$ cat src/rtl/multi_channel_timed_feedback.sv
`default_nettype none
// ============================================================================
//  Module      : multi_channel_timed_feedback
//  Description : Compares several ADC-derived channels against per-channel
//                hysteresis thresholds and combines the masked flags (OR/AND).
//                A qualified condition fires a timed active pulse followed by
//                a hold-off, with optional one-shot lockout and early release.
//  Revision    : 1.0 - initial release
// ============================================================================
module multi_channel_timed_feedback #(
  parameter int channelCount   = 4,
  parameter int inputBitSize   = 16,
  parameter int outputBitSize  = 16,
  parameter bit isInputSigned  = 1'b1,
  parameter int counterBitSize = 32
) (
  input  logic                                 clk,
  input  logic                                 reset,
  input  logic                                 enable,
  input  logic [channelCount*inputBitSize-1:0] in,
  input  logic [channelCount*inputBitSize-1:0] thresholdHigh,
  input  logic [channelCount*inputBitSize-1:0] thresholdLow,
  input  logic [channelCount-1:0]              actOnGreater,
  input  logic [channelCount-1:0]              channelMask,
  input  logic                                 combineAnd,
  input  logic                                 oneShot,
  input  logic                                 releaseOnClear,
  input  logic                                 rearm,
  input  logic [counterBitSize-1:0]            cyclesForActivation,
  input  logic [counterBitSize-1:0]            activeMaxCycles,
  input  logic [counterBitSize-1:0]            idleWaitCycles,
  input  logic [outputBitSize-1:0]             valueWhenIdle,
  input  logic [outputBitSize-1:0]             valueWhenActive,
  output logic [outputBitSize-1:0]             out,
  output logic                                 active,
  output logic                                 locked,
  output logic [15:0]                          triggerCount
);

  localparam int c_BUS_W = channelCount * inputBitSize;
  localparam logic [counterBitSize-1:0] c_ONE = {{(counterBitSize-1){1'b0}}, 1'b1};

  localparam logic [2:0] c_IDLE    = 3'd0;
  localparam logic [2:0] c_ACTIVE  = 3'd1;
  localparam logic [2:0] c_HOLDOFF = 3'd2;
  localparam logic [2:0] c_LOCKED  = 3'd3;

  logic [c_BUS_W-1:0]        r_in;
  logic [c_BUS_W-1:0]        r_th_hi;
  logic [c_BUS_W-1:0]        r_th_lo;
  logic [channelCount-1:0]   r_flag;
  logic [channelCount-1:0]   w_flag_nxt;
  logic [counterBitSize-1:0] r_qual_cnt;
  logic [counterBitSize-1:0] r_cnt;
  logic [counterBitSize-1:0] w_cnt_nxt;
  logic [counterBitSize-1:0] w_pulse_m1;
  logic [counterBitSize-1:0] w_wait_m1;
  logic [2:0]                r_state;
  logic [2:0]                w_state_nxt;
  logic [outputBitSize-1:0]  w_out_nxt;
  logic                      w_any;
  logic                      w_all;
  logic                      w_cond;
  logic                      w_qualified;
  logic                      w_trigger;
  logic                      w_end;

  // Stage 1: capture inputs and thresholds every cycle
  always_ff @(posedge clk or negedge reset) begin
    if (!reset) begin
      r_in    <= '0;
      r_th_hi <= '0;
      r_th_lo <= '0;
    end else begin
      r_in    <= in;
      r_th_hi <= thresholdHigh;
      r_th_lo <= thresholdLow;
    end
  end

  // Per-channel hysteresis; set wins when the bounds are inverted
  for (genvar gi = 0; gi < channelCount; gi++) begin : g_ch
    logic [inputBitSize-1:0] w_x;
    logic [inputBitSize-1:0] w_hi;
    logic [inputBitSize-1:0] w_lo;
    logic                    w_above;
    logic                    w_below;
    logic                    w_set;
    logic                    w_clr;
    assign w_x  = r_in[gi*inputBitSize +: inputBitSize];
    assign w_hi = r_th_hi[gi*inputBitSize +: inputBitSize];
    assign w_lo = r_th_lo[gi*inputBitSize +: inputBitSize];
    if (isInputSigned) begin : g_signed
      assign w_above = $signed(w_x) > $signed(w_hi);
      assign w_below = $signed(w_x) < $signed(w_lo);
    end else begin : g_unsigned
      assign w_above = w_x > w_hi;
      assign w_below = w_x < w_lo;
    end
    assign w_set = actOnGreater[gi] ? w_above : w_below;
    assign w_clr = actOnGreater[gi] ? w_below : w_above;
    assign w_flag_nxt[gi] = w_set | (r_flag[gi] & ~w_clr);
  end

  // Stage 2: register channel flags
  always_ff @(posedge clk or negedge reset) begin
    if (!reset) r_flag <= '0;
    else        r_flag <= w_flag_nxt;
  end

  // An all-zero mask never produces a condition, even in AND mode
  assign w_any  = |(r_flag & channelMask);
  assign w_all  = &(r_flag | ~channelMask);
  assign w_cond = (channelMask != '0) && (combineAnd ? w_all : w_any);

  // Qualification counter: saturating run length of the combined condition
  always_ff @(posedge clk or negedge reset) begin
    if (!reset)                    r_qual_cnt <= '0;
    else if (!enable || !w_cond)   r_qual_cnt <= '0;
    else if (r_qual_cnt != '1)     r_qual_cnt <= r_qual_cnt + c_ONE;
  end

  assign w_qualified = w_cond && (r_qual_cnt >= cyclesForActivation);
  // A zero pulse length is treated as a single-cycle pulse
  assign w_pulse_m1  = (activeMaxCycles == '0) ? '0 : activeMaxCycles - c_ONE;
  assign w_wait_m1   = idleWaitCycles - c_ONE;

  // State register together with the registered outputs
  always_ff @(posedge clk or negedge reset) begin
    if (!reset) begin
      r_state      <= c_IDLE;
      r_cnt        <= '0;
      out          <= '0;
      active       <= 1'b0;
      locked       <= 1'b0;
      triggerCount <= '0;
    end else begin
      r_state <= w_state_nxt;
      r_cnt   <= w_cnt_nxt;
      out     <= w_out_nxt;
      active  <= (w_state_nxt == c_ACTIVE);
      locked  <= (w_state_nxt == c_LOCKED);
      if (w_trigger) triggerCount <= triggerCount + 16'd1;
    end
  end

  // Next-state and counter logic; enable=0 overrides every state
  always_comb begin
    w_state_nxt = r_state;
    w_cnt_nxt   = r_cnt;
    w_trigger   = 1'b0;
    w_end       = 1'b0;
    if (!enable) begin
      w_state_nxt = c_IDLE;
      w_cnt_nxt   = '0;
    end else begin
      case (r_state)
        c_IDLE: begin
          if (w_qualified) w_trigger = 1'b1;
        end
        c_ACTIVE: begin
          if ((releaseOnClear && !w_cond) || (r_cnt == '0)) w_end = 1'b1;
          else                                              w_cnt_nxt = r_cnt - c_ONE;
        end
        c_HOLDOFF: begin
          if (r_cnt != '0)      w_cnt_nxt   = r_cnt - c_ONE;
          else if (oneShot)     w_state_nxt = c_LOCKED;
          else if (w_qualified) w_trigger   = 1'b1;
          else                  w_state_nxt = c_IDLE;
        end
        c_LOCKED: begin
          if (rearm) w_state_nxt = c_IDLE;
        end
        default: w_state_nxt = c_IDLE;
      endcase
      if (w_end) begin
        if (idleWaitCycles != '0) begin
          w_state_nxt = c_HOLDOFF;
          w_cnt_nxt   = w_wait_m1;
        end else if (oneShot) begin
          w_state_nxt = c_LOCKED;
        end else if (w_qualified) begin
          w_trigger = 1'b1;
        end else begin
          w_state_nxt = c_IDLE;
        end
      end
      if (w_trigger) begin
        w_state_nxt = c_ACTIVE;
        w_cnt_nxt   = w_pulse_m1;
      end
    end
  end

  // Output value follows the state being entered
  always_comb begin
    w_out_nxt = (w_state_nxt == c_ACTIVE) ? valueWhenActive : valueWhenIdle;
  end

endmodule
`default_nettype wire

$ cat config.mk
export PLATFORM = sky130hd
export DESIGN_NAME = multi_channel_timed_feedback
export DESIGN_NICKNAME = d
export VERILOG_FILES = /design/src/rtl/multi_channel_timed_feedback.sv
export SDC_FILE = /design/constraint.sdc
export NUM_CORES = 1
export LEC_CHECK = 0
export CAP_MARGIN = 20
export CORE_UTILIZATION = 30
export DETAILED_ROUTE_END_ITERATION = 8
export PLACE_DENSITY = 0.61
export SYNTH_ARGS = -nofsm -noshare
export SYNTH_HDL_FRONTEND = slang
export SYNTH_SLANG_ARGS = --single-unit
$ cat constraint.sdc
create_clock -name clk -period 6.41 [get_ports clk]
set_input_delay 0.641 -clock clk [delete_from_list [all_inputs] [get_ports clk]]
set_output_delay 0.641 -clock clk [all_outputs]
set_load 0.01 [all_outputs]
==> impl_summary.md <==
STA
The max-slew headroom at the worst pin is 0.359. Setup repair after global routing left no endpoint under its margin. The upper clock frequency limit is 0.246 GHz. The final count of pins violating max slew came to 0. The worst path needs 4.07 ns of the cycle, external delays included. Setup violations remaining at the end of the flow were counted as 0.

The hold violation total from the final report is 0. Setup total negative slack on the finished layout was measured at 0 ns. In the post-route analysis, the smallest setup slack over all paths is 2.34 ns. The post-route clock period utilization is 0.634. The final setup skew is 0.0207 ns. At the pin with the least slew margin, the transition time is 0.962 ns.

Floorplanning
The total die area is 0.0540 mm². The floorplan step set the die width to 232 µm. The initial standard-cell utilization of the core is 0.304.

In this run the standard cell core region covers 0.0524 mm². In this run the vertical extent of the chip is 232 µm. Pin placement for this block handled 369 I/O pins. The number of cell rows is 84.

Yosys
The mean post-synth cell area is 10.3 µm². The number of nets handed over by synthesis was 2049. The summed instance area of the synthesized netlist is 0.0159 mm². The share of flip-flops with an asynchronous set or reset is 1.00. Yosys printed 0 warnings. In the synthesized netlist, the number of instances is 1550.

The prevailing post-synth register cell is sky130_fd_sc_hd__dfrtp_1. The number of enable flip-flop cells after synthesis is 0. The post-synthesis sequential element count is 297. Synthesis instantiated 82 different standard cells from the library. The part of the Yosys area used for sequential elements is 0.467.

Worst setup path
The largest incremental delay on the critical path is 0.81 ns. In this run the critical register-to-register path is captured at r_cnt[9]. The worst register-to-register path has a depth of 10.

The signal on the critical path passes through clkdlybuf4s50_1 > inv_1 > ha_1 > nand4_1 > nor4_1 > nand4_1 > a41oi_1 > nor2_1 > nor2_4 > buf_4 > nand2_1 > o22ai_1. The required time of the worst setup path is 6.84 ns. The worst register-to-register path has a setup slack of 2.49 ns.

The critical path start-end classification is primary input to register. Of all nets on the critical path, the largest fanout is 23. The nature of the critical path startpoint is a primary input. The cell with the largest stage delay on the worst path is sky130_fd_sc_hd__nor4_1. The kind of end point of the critical path is a register. STA puts the critical path data arrival time at 4.49 ns. By instance count, the cell type seen most on the critical path is sky130_fd_sc_hd__nand4_1. The critical register-to-register path startpoint is r_qual_cnt[28].

Min path
The tightest min-delay check is of the primary input to async pin type.

Finish
Compared with the post-synthesis result, the final layout area differs by 36.3%. In the final layout, the share of cells above drive strength 1 is 0.0586. The sequential cells in the finished layout cover a total of 0.00743 mm². The number of standard cells in the final layout excluding fillers is 2651. The number of diodes added for antenna fixing is 0. In the final design database the tool counted 2435 nets. The end-of-flow core utilization is 0.414. The library cells used most frequently in the layout, excluding fill and tap cells, are sky130_fd_sc_hd__clkdlybuf4s50_1 (367), sky130_fd_sc_hd__dfrtp_1 (297), sky130_fd_sc_hd__inv_1 (181). The multi-input combinational cells in the finished layout cover a total of 0.00765 mm². The filler cells instantiated in the layout total 5074. The commonest non-fill, non-tap cell in the layout is sky130_fd_sc_hd__clkdlybuf4s50_1.

Global routing
Across every metal layer, demand over resource in global routing totals 0.168. The leftover overflow at the end of global routing is 0. The via count of the first global-routing pass is 13200. The pin count of the biggest net entering global routing is 132.

The initial antenna violation count is 5. The first global-routing pass estimated 70.9 mm of wire.

Job
Across the run, the number of max-cap violations was 0.

Pwr
For this design the ratio of total power to cell area is 219 mW/mm². The peak ir drop on the vdd network is 206 µV. In this run the static leakage power is 9.75 nW.

Clock network
The worst-skew pair later-pin latency is 0.56 ns. The clock sink total is 297. Clock-pin slew was measured on the worst setup and hold paths at 0.06 ns.

Buffers inserted to repair hold after CTS numbered 0. The post-CTS repair timing setup buffer count is 0. The CTS root buffer is sky130_fd_sc_hd__clkbuf_16.

The number of H-tree levels is 2. The number of buffers between clock root and the deepest sink is 3. After clock tree synthesis, the repair step resized 0 gates.

TritonCTS built the clock tree. In this run, CTS created clock tree buffers numbering 37.

Route
The vias after detailed routing is 12700. Once detail routing completed, the nets flagged for antenna violations numbered 0. Summed over all layers, the routed wires come to 45.3 mm. The per-cell routed wire length is 17.1 µm. The violation count after the first detailed-route iteration is 532. For this run, the detailed router's first-pass iteration total came to 5.

The via density per instance is 4.78. In the routed design, unresolved DRC markers number 0.

Placement
The post-placement cell count is 2584. The detailed-placement wirelength estimate is 35.3 mm. At the end of routability-driven placement, the weighted congestion stood at 0.876.

The count of buffers inserted at the top-level ports is 368. OpenSTA, run right after detailed placement, puts the worst setup slack at 1.77 ns.

Run status
The flow ran to the end, and the final reports show no timing, DRC or antenna violations.
-- worst max-delay path: cells and delay by family --
family	cells	cell delay [ns]
AOI/OAI and AO/OA	2	0.75
adders and majority gates	1	0.29
buffers and inverters	3	0.77
and+or+nand+nor	6	2.02
-- Yosys cell counts, types with 16 or more instances --
cell type                    n  area, µm²
sky130_fd_sc_hd__a21o_1     22        165
sky130_fd_sc_hd__a21oi_1    66        330
sky130_fd_sc_hd__and3_1     16        100
sky130_fd_sc_hd__clkbuf_1   16       60.1
sky130_fd_sc_hd__dfrtp_1   297       7430
sky130_fd_sc_hd__ha_1      164       2050
sky130_fd_sc_hd__inv_1     181        679
sky130_fd_sc_hd__nand2_1    80        300
sky130_fd_sc_hd__nand3_1    51        255
sky130_fd_sc_hd__nand4_1    38        238
sky130_fd_sc_hd__nor2_1    112        420
sky130_fd_sc_hd__nor2b_1    18        113
sky130_fd_sc_hd__nor3_1     39        195
sky130_fd_sc_hd__o21a_1     25        188
sky130_fd_sc_hd__o21ai_0    53        265
sky130_fd_sc_hd__o22ai_1    24        150
sky130_fd_sc_hd__or3_1      18        113
sky130_fd_sc_hd__xnor2_1    68        596
sky130_fd_sc_hd__xor2_1     45        394
-- kinds of logic after synthesis --
logic type | count (synthesis) | synth area share
AOI/OAI and AO/OA | 270 | 0.113
DFF | 297 | 0.467
and+or+nand+nor | 468 | 0.157
adders and majority gates | 164 | 0.129
other | 1 | 0.000236
muxes | 25 | 0.0195
xor gates and xnor gates | 113 | 0.0622
buffers and inverters | 212 | 0.0524
-- worst max-delay path by stage --
stage / end / cells past startpoint / slack [ns] / from
after global placement: r_cnt[0] / 12 / 1.83 / cyclesForActivation[31]
final: r_cnt[9] / 12 / 2.34 / cyclesForActivation[29]
after CTS: r_cnt[0] / 12 / 2.38 / cyclesForActivation[29]
after detailed placement: r_cnt[0] / 12 / 1.77 / cyclesForActivation[29]
after global routing: r_cnt[0] / 12 / 2.05 / cyclesForActivation[31]
after floorplan: out[10] / 11 / 3.27 / cyclesForActivation[11]
-- layer usage --
layer	vias to the layer above	track usage	share of wire
li1	6189	-	-
met1	6050	0.213	0.44
met2	339	0.280	0.47
met3	86	0.0336	0.058
met4	10	0.0609	0.030
met5	-	0	0.0014
-- per-stage QoR --
step / area (µm²) / hold slack (ns) / power [mW]
final: 21700 / 0.0693 / 4.76
after global routing: 21700 / 0.121 / 4.99
after detailed placement: 20400 / 0.482 / 2.63
after floorplan: 15900 / 0.345 / 2.25
after global placement: 20400 / 0.481 / 2.61
after CTS: 21700 / 0.0965 / 4.85
-- power by group --
| group | internal (mW) | switching [mW] | total (mW) | leakage (nW) |
|---|---|---|---|---|
| Sequential | 1.95 | 0.0432 | 1.99 | 3.65 |
| Combinational | 0.331 | 0.262 | 0.593 | 5.47 |
| Clock | 1.33 | 0.849 | 2.18 | 0.634 |
| Total | 3.61 | 1.15 | 4.76 | 9.75 |
-- layout make-up --
type / instances / area share
timing repair buffer: 378 / 0.174
tap: 688 / 0.0397
clock inverter: 11 / 0.00871
inverter: 181 / 0.0313
multi-input combinational: 1041 / 0.353
sequential: 297 / 0.343
clock buffer: 55 / 0.0509
-- registers in the layout, indices dropped and copies added (netlist names) --
name          count
active            1
locked            1
out              16
r_cnt            32
r_flag            4
r_in             64
r_qual_cnt       32
r_state           3
r_th_hi          64
r_th_lo          64
triggerCount     16
No activity file was read; power rests on OpenSTA's default activity.
